`config.mk`:
```
export PLATFORM = sky130hd
export DESIGN_NAME = recovery_checkpoint_ctrl
export DESIGN_NICKNAME = d
export VERILOG_FILES = /design/src/rtl/riscv_tmr_pkg.sv /design/src/rtl/recovery_checkpoint_ctrl.sv
export SDC_FILE = /design/constraint.sdc
export NUM_CORES = 1
export LEC_CHECK = 0
export BUFFER_PORTS_ARGS = -buffer_cell sky130_fd_sc_hd__buf_2
export CORE_AREA = 2 2 97 99
export DETAILED_ROUTE_END_ITERATION = 10
export DIE_AREA = 0 0 99 101
export PLACE_DENSITY_LB_ADDON = 0.25
export SLEW_MARGIN = 20
export SYNTH_ARGS = -nofsm -noshare
export SYNTH_HDL_FRONTEND = slang
export SYNTH_SLANG_ARGS = --single-unit
```
`constraint.sdc`:
```
create_clock -name clk -period 2.5 [get_ports clk]
set_input_delay 0.5 -clock clk [delete_from_list [all_inputs] [get_ports clk]]
set_output_delay 0.5 -clock clk [all_outputs]
set_load 0.01 [all_outputs]
```
`src/rtl/riscv_tmr_pkg.sv`:
```
// Shared parameters and types for the TMR RISC-V core recovery logic.
package riscv_tmr_pkg;

    localparam int XLEN        = 32;
    localparam int NREGS       = 32;
    localparam int AW          = 5;
    localparam int FAULT_CNT_W = 8;

    typedef enum logic [1:0] {
        IDLE    = 2'd0,
        SAVE    = 2'd1,
        RESTORE = 2'd2,
        DONE    = 2'd3
    } state_t;

endpackage

```
`src/rtl/recovery_checkpoint_ctrl.sv`:
```
// Checkpoint/restore sequencer between the voted core register file and the
// recovery register file; stalls the cores while copying in either direction.
//
// state   | meaning
// --------+-----------------------------------------------------------------
// IDLE    | cores run, waiting for ckpt_req / fault_req
// SAVE    | copy voted RF[idx] into recovery RF, one register per cycle
// RESTORE | copy recovery RF[idx] into all core RFs, idx 1..NREGS-1
// DONE    | one-cycle done pulse (plus pc_load after a restore)
module recovery_checkpoint_ctrl
    import riscv_tmr_pkg::*;
(
    input  logic                   clk,
    input  logic                   rst_in,
    input  logic                   ckpt_req,
    input  logic                   fault_req,
    input  logic [XLEN-1:0]        pc_in,
    output logic [AW-1:0]          rf_raddr,
    input  logic [XLEN-1:0]        rf_rdata,
    output logic                   rf_we,
    output logic [AW-1:0]          rf_waddr,
    output logic [XLEN-1:0]        rf_wdata,
    output logic                   rec_we,
    output logic [XLEN-1:0]        rec_a,
    output logic [XLEN-1:0]        rec_wd,
    input  logic [XLEN-1:0]        rec_rd,
    output logic                   stall_out,
    output logic                   done,
    output logic                   pc_load,
    output logic [XLEN-1:0]        pc_restore,
    output logic [FAULT_CNT_W-1:0] fault_count
);

    state_t                 state, state_nxt;
    logic [AW-1:0]          idx, idx_nxt;
    logic                   pending, pending_nxt;
    logic                   restoring, restoring_nxt;
    logic [XLEN-1:0]        pc_q, pc_nxt;
    logic [FAULT_CNT_W-1:0] fcnt, fcnt_nxt;
    logic [FAULT_CNT_W-1:0] fcnt_sat;
    logic                   last_idx;

    assign last_idx = (idx == AW'(NREGS - 1));
    assign fcnt_sat = (fcnt == {FAULT_CNT_W{1'b1}}) ? fcnt : fcnt + FAULT_CNT_W'(1);

    always_ff @(posedge clk) begin
        if (rst_in) begin
            state     <= IDLE;
            idx       <= '0;
            pending   <= 1'b0;
            restoring <= 1'b0;
            pc_q      <= '0;
            fcnt      <= '0;
        end else begin
            state     <= state_nxt;
            idx       <= idx_nxt;
            pending   <= pending_nxt;
            restoring <= restoring_nxt;
            pc_q      <= pc_nxt;
            fcnt      <= fcnt_nxt;
        end
    end

    always_comb begin
        state_nxt     = state;
        idx_nxt       = idx;
        pending_nxt   = pending;
        restoring_nxt = restoring;
        pc_nxt        = pc_q;
        fcnt_nxt      = fcnt;
        rec_we        = 1'b0;
        rec_wd        = '0;
        rf_we         = 1'b0;
        rf_wdata      = '0;
        done          = 1'b0;
        pc_load       = 1'b0;

        case (state)
            IDLE: begin
                if (fault_req) begin
                    state_nxt     = RESTORE;
                    idx_nxt       = AW'(1);
                    restoring_nxt = 1'b1;
                    fcnt_nxt      = fcnt_sat;
                end else if (ckpt_req) begin
                    state_nxt     = SAVE;
                    idx_nxt       = '0;
                    restoring_nxt = 1'b0;
                    pc_nxt        = pc_in;
                end
            end
            SAVE: begin
                pending_nxt = pending | fault_req;
                rec_we      = 1'b1;
                rec_wd      = rf_rdata;
                if (last_idx) state_nxt = DONE;
                else          idx_nxt   = idx + AW'(1);
            end
            RESTORE: begin
                pending_nxt = pending | fault_req;
                rf_we       = 1'b1;
                rf_wdata    = rec_rd;
                if (last_idx) state_nxt = DONE;
                else          idx_nxt   = idx + AW'(1);
            end
            DONE: begin
                done    = 1'b1;
                pc_load = restoring;
                // A fault arriving in DONE itself is folded into the pending restore.
                if (pending || fault_req) begin
                    state_nxt     = RESTORE;
                    idx_nxt       = AW'(1);
                    pending_nxt   = 1'b0;
                    restoring_nxt = 1'b1;
                    fcnt_nxt      = fcnt_sat;
                end else begin
                    state_nxt = IDLE;
                end
            end
            default: state_nxt = IDLE;
        endcase
    end

    assign rf_raddr    = idx;
    assign rf_waddr    = idx;
    assign rec_a       = XLEN'(idx);
    assign stall_out   = (state != IDLE);
    assign pc_restore  = pc_q;
    assign fault_count = fcnt;

endmodule

```
**Word-level counts from Yosys, hierarchy flattened**

Cells that the tools add are included.

- Register bits: 49
- Latch bits: 0
- RAM bits: 0
- Bits in read-only memories: 0
- Bits of input ports: 100
- Output and inout bits: 151
- Word-level logic and storage cells: 58
- Memories: 0

- $add $sub $neg: 2
- $mul: 0
- Divide/modulo/power cells: 0
- Order comparisons: 0
- Equal/unequal tests: 10
- Shift operators: 0
- Mux-type cells: 26
- Bitwise operators: 2
- Reductions and logical operators: 12

Operators with widths:

| kind | count |
|---|---|
| $mux 32 | 2 |
| $mux 8 | 3 |
| $mux 5 | 4 |
| $pmux 8 s2 | 1 |
| $pmux 5 s3 | 1 |
| $reduce_and 3->1 | 4 |
| $add 8x1->8 const B | 1 |
| $eq 8x8->1 const B | 1 |
| $mux 1 | 8 |
| $mux 2 | 4 |
| $ne 2x2->1 const B | 3 |
| $pmux 2 s3 | 1 |
| $reduce_bool 2->1 | 3 |
| $add 5x1->5 const B | 1 |
| $eq 5x5->1 const B | 1 |
| $eq 2x2->1 const B | 2 |
| $pmux 1 s2 | 2 |
| $reduce_and 2->1 | 2 |
| $ne 3x3->1 const B | 1 |
| $eq 2x1->1 const B | 1 |
| $logic_not 2->1 | 1 |
| $ne 2x1->1 const B | 1 |
| $reduce_or 2->1 | 1 |
| $logic_or 1x1->1 | 1 |
| 2 further kinds | 2 |

**Longest topological paths before layout**

- Depth after elaboration: 4
- Depth in mapped cells: 7
- Gate-level depth less buffers: 7

**Worst setup path after synthesis**

Ideal clock, no wire load.

- Kind: flip-flop to flip-flop
- From: reg idx[0] (netlist: rf_raddr[0])
- To: reg idx[0] (netlist: rf_raddr[0])
- Setup time: 0.070 ns
- Data arrival time: 1.768 ns
- Data required time: 2.430 ns
- Slack: 0.662 ns
- Cell stages (with the launch flop): 7
- Buffers on the path: 0
- Clock period less this slack: 1.838 ns
- Path through: dfxtp_1 -> ha_1 -> and3_1 -> ha_1 -> and2_1 -> or4_1 -> a21oi_1

- Longest elaborated chain between the ends: 3
- Elaborated cells on any way between the ends: 6
- Those cells by class: add/sub: 1; eq/ne: 2; mux: 2; reduce/logical: 1

Ends and longest elaborated chain:

| item | RTL line | source |
|---|---|---|
| from (decl) | recovery_checkpoint_ctrl.sv:35 | `logic [AW-1:0] idx, idx_nxt;` |
| from (signal assigned) | recovery_checkpoint_ctrl.sv:56 | `idx <= idx_nxt;` |
| $add 5x1->5 / $eq 5x5->1 (equally long branches) | recovery_checkpoint_ctrl.sv:97, recovery_checkpoint_ctrl.sv:104, recovery_checkpoint_ctrl.sv:43 |  |
| $mux 5 / $ne 2x2->1 (equally long branches) | n/a |  |
| $pmux 5 s3 / $reduce_and 3->1 (equally long branches) | n/a |  |

Parallel ways exist; a longest one is shown, timed or not. The select of a mux whose other input is x is not followed.
A chain may end at the register's enable or synchronous reset.

**Worst setup path in the final report**

- From: reg state[0]
- To: out rf_wdata[13]

- Longest elaborated chain between the ends: 2

Ends and longest elaborated chain:

| item | RTL line | source |
|---|---|---|
| from (decl) | recovery_checkpoint_ctrl.sv:34 | `state_t state, state_nxt;` |
| from (signal assigned) | recovery_checkpoint_ctrl.sv:55 | `state <= state_nxt;` |
| $eq 2x2->1 | recovery_checkpoint_ctrl.sv:78 | `case (state)` |
| $mux 32 | recovery_checkpoint_ctrl.sv:78 |  |
| to (decl) | recovery_checkpoint_ctrl.sv:22 | `output logic [XLEN-1:0] rf_wdata,` |

Every way passes these cells.

==> results.yml <==
critical_path:
  crit_buf_inv: 2
  cp_data_arrival_time_ns: 1.76
  critical_path.startpoint_type: "flop"
  criticalPathCategory: "flop to output port"
  timing.critical_path.max_delay_family: "adder cells"
  endpoint_kind: "output port"
  cp_cell_sequence: "inv_1, ha_1, and2_1, buf_2"
  largest_fanout_on_the_critical_path: 33
  slowest_delay_ns: 0.67
  cp_data_required_time_ns: 2.00
  cp_slowest_cell: "sky130_fd_sc_hd__ha_1"
global_routing:
  grt_first_pass_wirelength_um: 13900
  globalRouteTotalUtil: 0.170
  grt_max_degree: 34
  antenna_found_initial: 0
  overflow: 0
  grt_pass1_vias: 2819
detailed_routing:
  firstDrtPassIters: 4
  routed_via_density: 4.54
  dr_total_vias: 3077
  routed_wire_length_per_instance_um: 13.3
  ant_nets_after_route: 0
  drt_iter0_drc: 86
  totalWireLength_um: 9040
  drc: 0
timing:
  timing.slew.headroom: 0.472
  final.period_utilization: 0.904
  fin_tns_setup_ns: 0
  rsz0062_at_grt: "false"
  timing.final.crit_period_ns: 2.26
  drv_slew: 0
  transition_time_of_the_tightest_slew_check_pin_ns: 0.791
  holdWs_ns: 0.432
  setup_violations: 0
  layout_skew_ns: 0.00861
  max_freq_ghz: 0.442
  hold_viol: 0
pwr:
  worst_ir_drop_vdd_mv: 0.363
  static-leakage-power_nw: 2.13
  power.density_cell_area_nw_per_um2: 677
floorplanning:
  pin_count: 251
  placeableCoreArea_um2: 8980
  rows: 35
  initial_core_utilization: 0.309
  die_area_um2: 10000
  die_y_um: 101
  fp.dieW_um: 99
logic_synthesis:
  postSynthRegisterBits: 49
  synth-edff-count: 0
  synthFlopType: "sky130_fd_sc_hd__dfxtp_1"
  post_synth_inst_count: 363
  post_synth_num_cell_types: 40
  yosys-top-cells-area: "sky130_fd_sc_hd__dfxtp_1, sky130_fd_sc_hd__and2_1, sky130_fd_sc_hd__buf_4"
  synthArstFlopShare: 0
  part_of_the_yosys_area_used_for_sequential_elements: 0.354
  yosysWarningCount: 0
  cell_with_the_most_instances_after_synthesis: "sky130_fd_sc_hd__nand2_1"
  synth_top_area_cell: "sky130_fd_sc_hd__dfxtp_1"
  synth_area_per_cell_um2: 7.64
  post_synthesis_cell_area_um2: 2770
  proportion_of_netlist_area_held_by_the_largest_area_contributor: 0.354
  synth_common_cells: "sky130_fd_sc_hd__nand2_1, sky130_fd_sc_hd__and2_1, sky130_fd_sc_hd__dfxtp_1"
clock_network:
  cts_root_buf: "sky130_fd_sc_hd__clkbuf_8"
  cts_buffers: 5
  post-cts-setup-buffers: 0
  tritoncts: "built"
  cts_hold_buffers: 0
  cts_num_sinks: 49
  cts_max_level: 2
  clk_path_buf_depth: 2
  cts_repair_resize_count: 0
  clkLatencyLatePin_ns: 0.30
  cts.reportedPaths.clkPinSlew_ns: 0.09
cells_and_area:
  area_delta_synth_final_pct: 40.7
  final_nets: 674
  antenna-diode-count: 0
  post_route_cells_drive_above_1_share: 0.420
hold_path:
  timing.hold.worst.class: "input pin to flop"
place:
  port_buffers: 223
  detailedPlacementHpwl_um: 7280
  routabilityCongestion: 0.804
run:
  max_cap_violations: 0
run_status:
  status: "completed"
-- per-layer routing --
metal	wire length, um	vias up	track usage
li1	-	1531	-
met1	3530	1391	0.197
met2	4550	142	0.307
met3	826	13	0.0485
met4	135	0	0.0474
met5	0	-	0
-- layout by cell type, fill, tap and decap left out, types with 2 or more instances in the layout --
cell,Yosys,final
sky130_fd_sc_hd__or3_1,4,4
sky130_fd_sc_hd__a311oi_1,2,2
sky130_fd_sc_hd__nand2_1,71,71
sky130_fd_sc_hd__dfxtp_1,49,49
sky130_fd_sc_hd__nand3_1,5,5
sky130_fd_sc_hd__or4_1,2,2
sky130_fd_sc_hd__and2_1,66,66
sky130_fd_sc_hd__and3_1,2,2
sky130_fd_sc_hd__a21o_1,2,2
sky130_fd_sc_hd__xor2_1,2,2
sky130_fd_sc_hd__o21ai_0,6,6
sky130_fd_sc_hd__buf_4,37,4
sky130_fd_sc_hd__nand4_1,3,3
sky130_fd_sc_hd__inv_1,7,7
sky130_fd_sc_hd__nand2b_1,3,3
sky130_fd_sc_hd__conb_1,1,27
sky130_fd_sc_hd__ha_1,7,7
sky130_fd_sc_hd__a21oi_1,47,47
sky130_fd_sc_hd__clkbuf_8,0,5
sky130_fd_sc_hd__buf_2,4,223
sky130_fd_sc_hd__nor3_1,3,2
sky130_fd_sc_hd__nor2_1,8,8
-- cell families after synthesis --
family	Yosys count	share of synthesized area
buf+inv	63	0.140
flops	49	0.354
fa+ha+maj	7	0.0316
mux	1	0.00361
xor+xnor	2	0.00632
simple gates	173	0.320
compound gates	67	0.143
other cells	1	0.00135
-- metrics by stage --
stage                     worst slack, ns   util  instances  total power (W)  area, um2
after floorplan                     0.662      -        389          0.00174       2870
after global placement              0.546  0.423        671          0.00211       3800
after detailed placement            0.511  0.423        671          0.00213       3800
after CTS                           0.192  0.435        678          0.00268       3900
after global routing               0.0444  0.435        678          0.00285       3900
final                               0.239  0.435        678          0.00264       3900
-- flip-flops by register name (all words and copies together) (netlist names) --
signal / cells
fault_count: 8
restoring: 1
pending: 1
state: 2
pc_restore: 32
rf_raddr: 5
-- final cells by class --
type                    instances  area, um2
repair buffers                227       1150
well taps                     111        139
clock buffers                   5       68.8
clock inverters                 2       35.0
inverters                       7       26.3
fillers                       963       5070
multi-input cells             277       1510
flip-flops and latches         49        981
-- final timing paths --
kind,from,endpoint,slack (ns),cells after the start
max,state[0]$_SDFFE_PP0P_,rf_wdata[13],0.24,4
min,pc_in[20],pc_restore[20]$_SDFFE_PP0P_,0.43,3
max reg2reg,state[0]$_SDFFE_PP0P_,fault_count[5]$_SDFFE_PP0P_,0.52,6
min reg2reg,pc_restore[9]$_SDFFE_PP0P_,pc_restore[9]$_SDFFE_PP0P_,0.45,2
-- report_power, final --
group | leakage [nW] | switching [W] | total (W) | internal (W)
Clock | 0.0540 | 0.000257 | 0.000548 | 0.000291
Combinational | 1.67 | 0.000644 | 0.00113 | 0.000484
Sequential | 0.399 | 0.0000839 | 0.000968 | 0.000884
-- tightest hold or removal path, stage by stage --
cell and delay (ns):
sky130_fd_sc_hd__buf_2 0.09, sky130_fd_sc_hd__nand2_1 0.05, sky130_fd_sc_hd__a21oi_1 0.05
No activity file was read; power rests on OpenSTA's default activity.
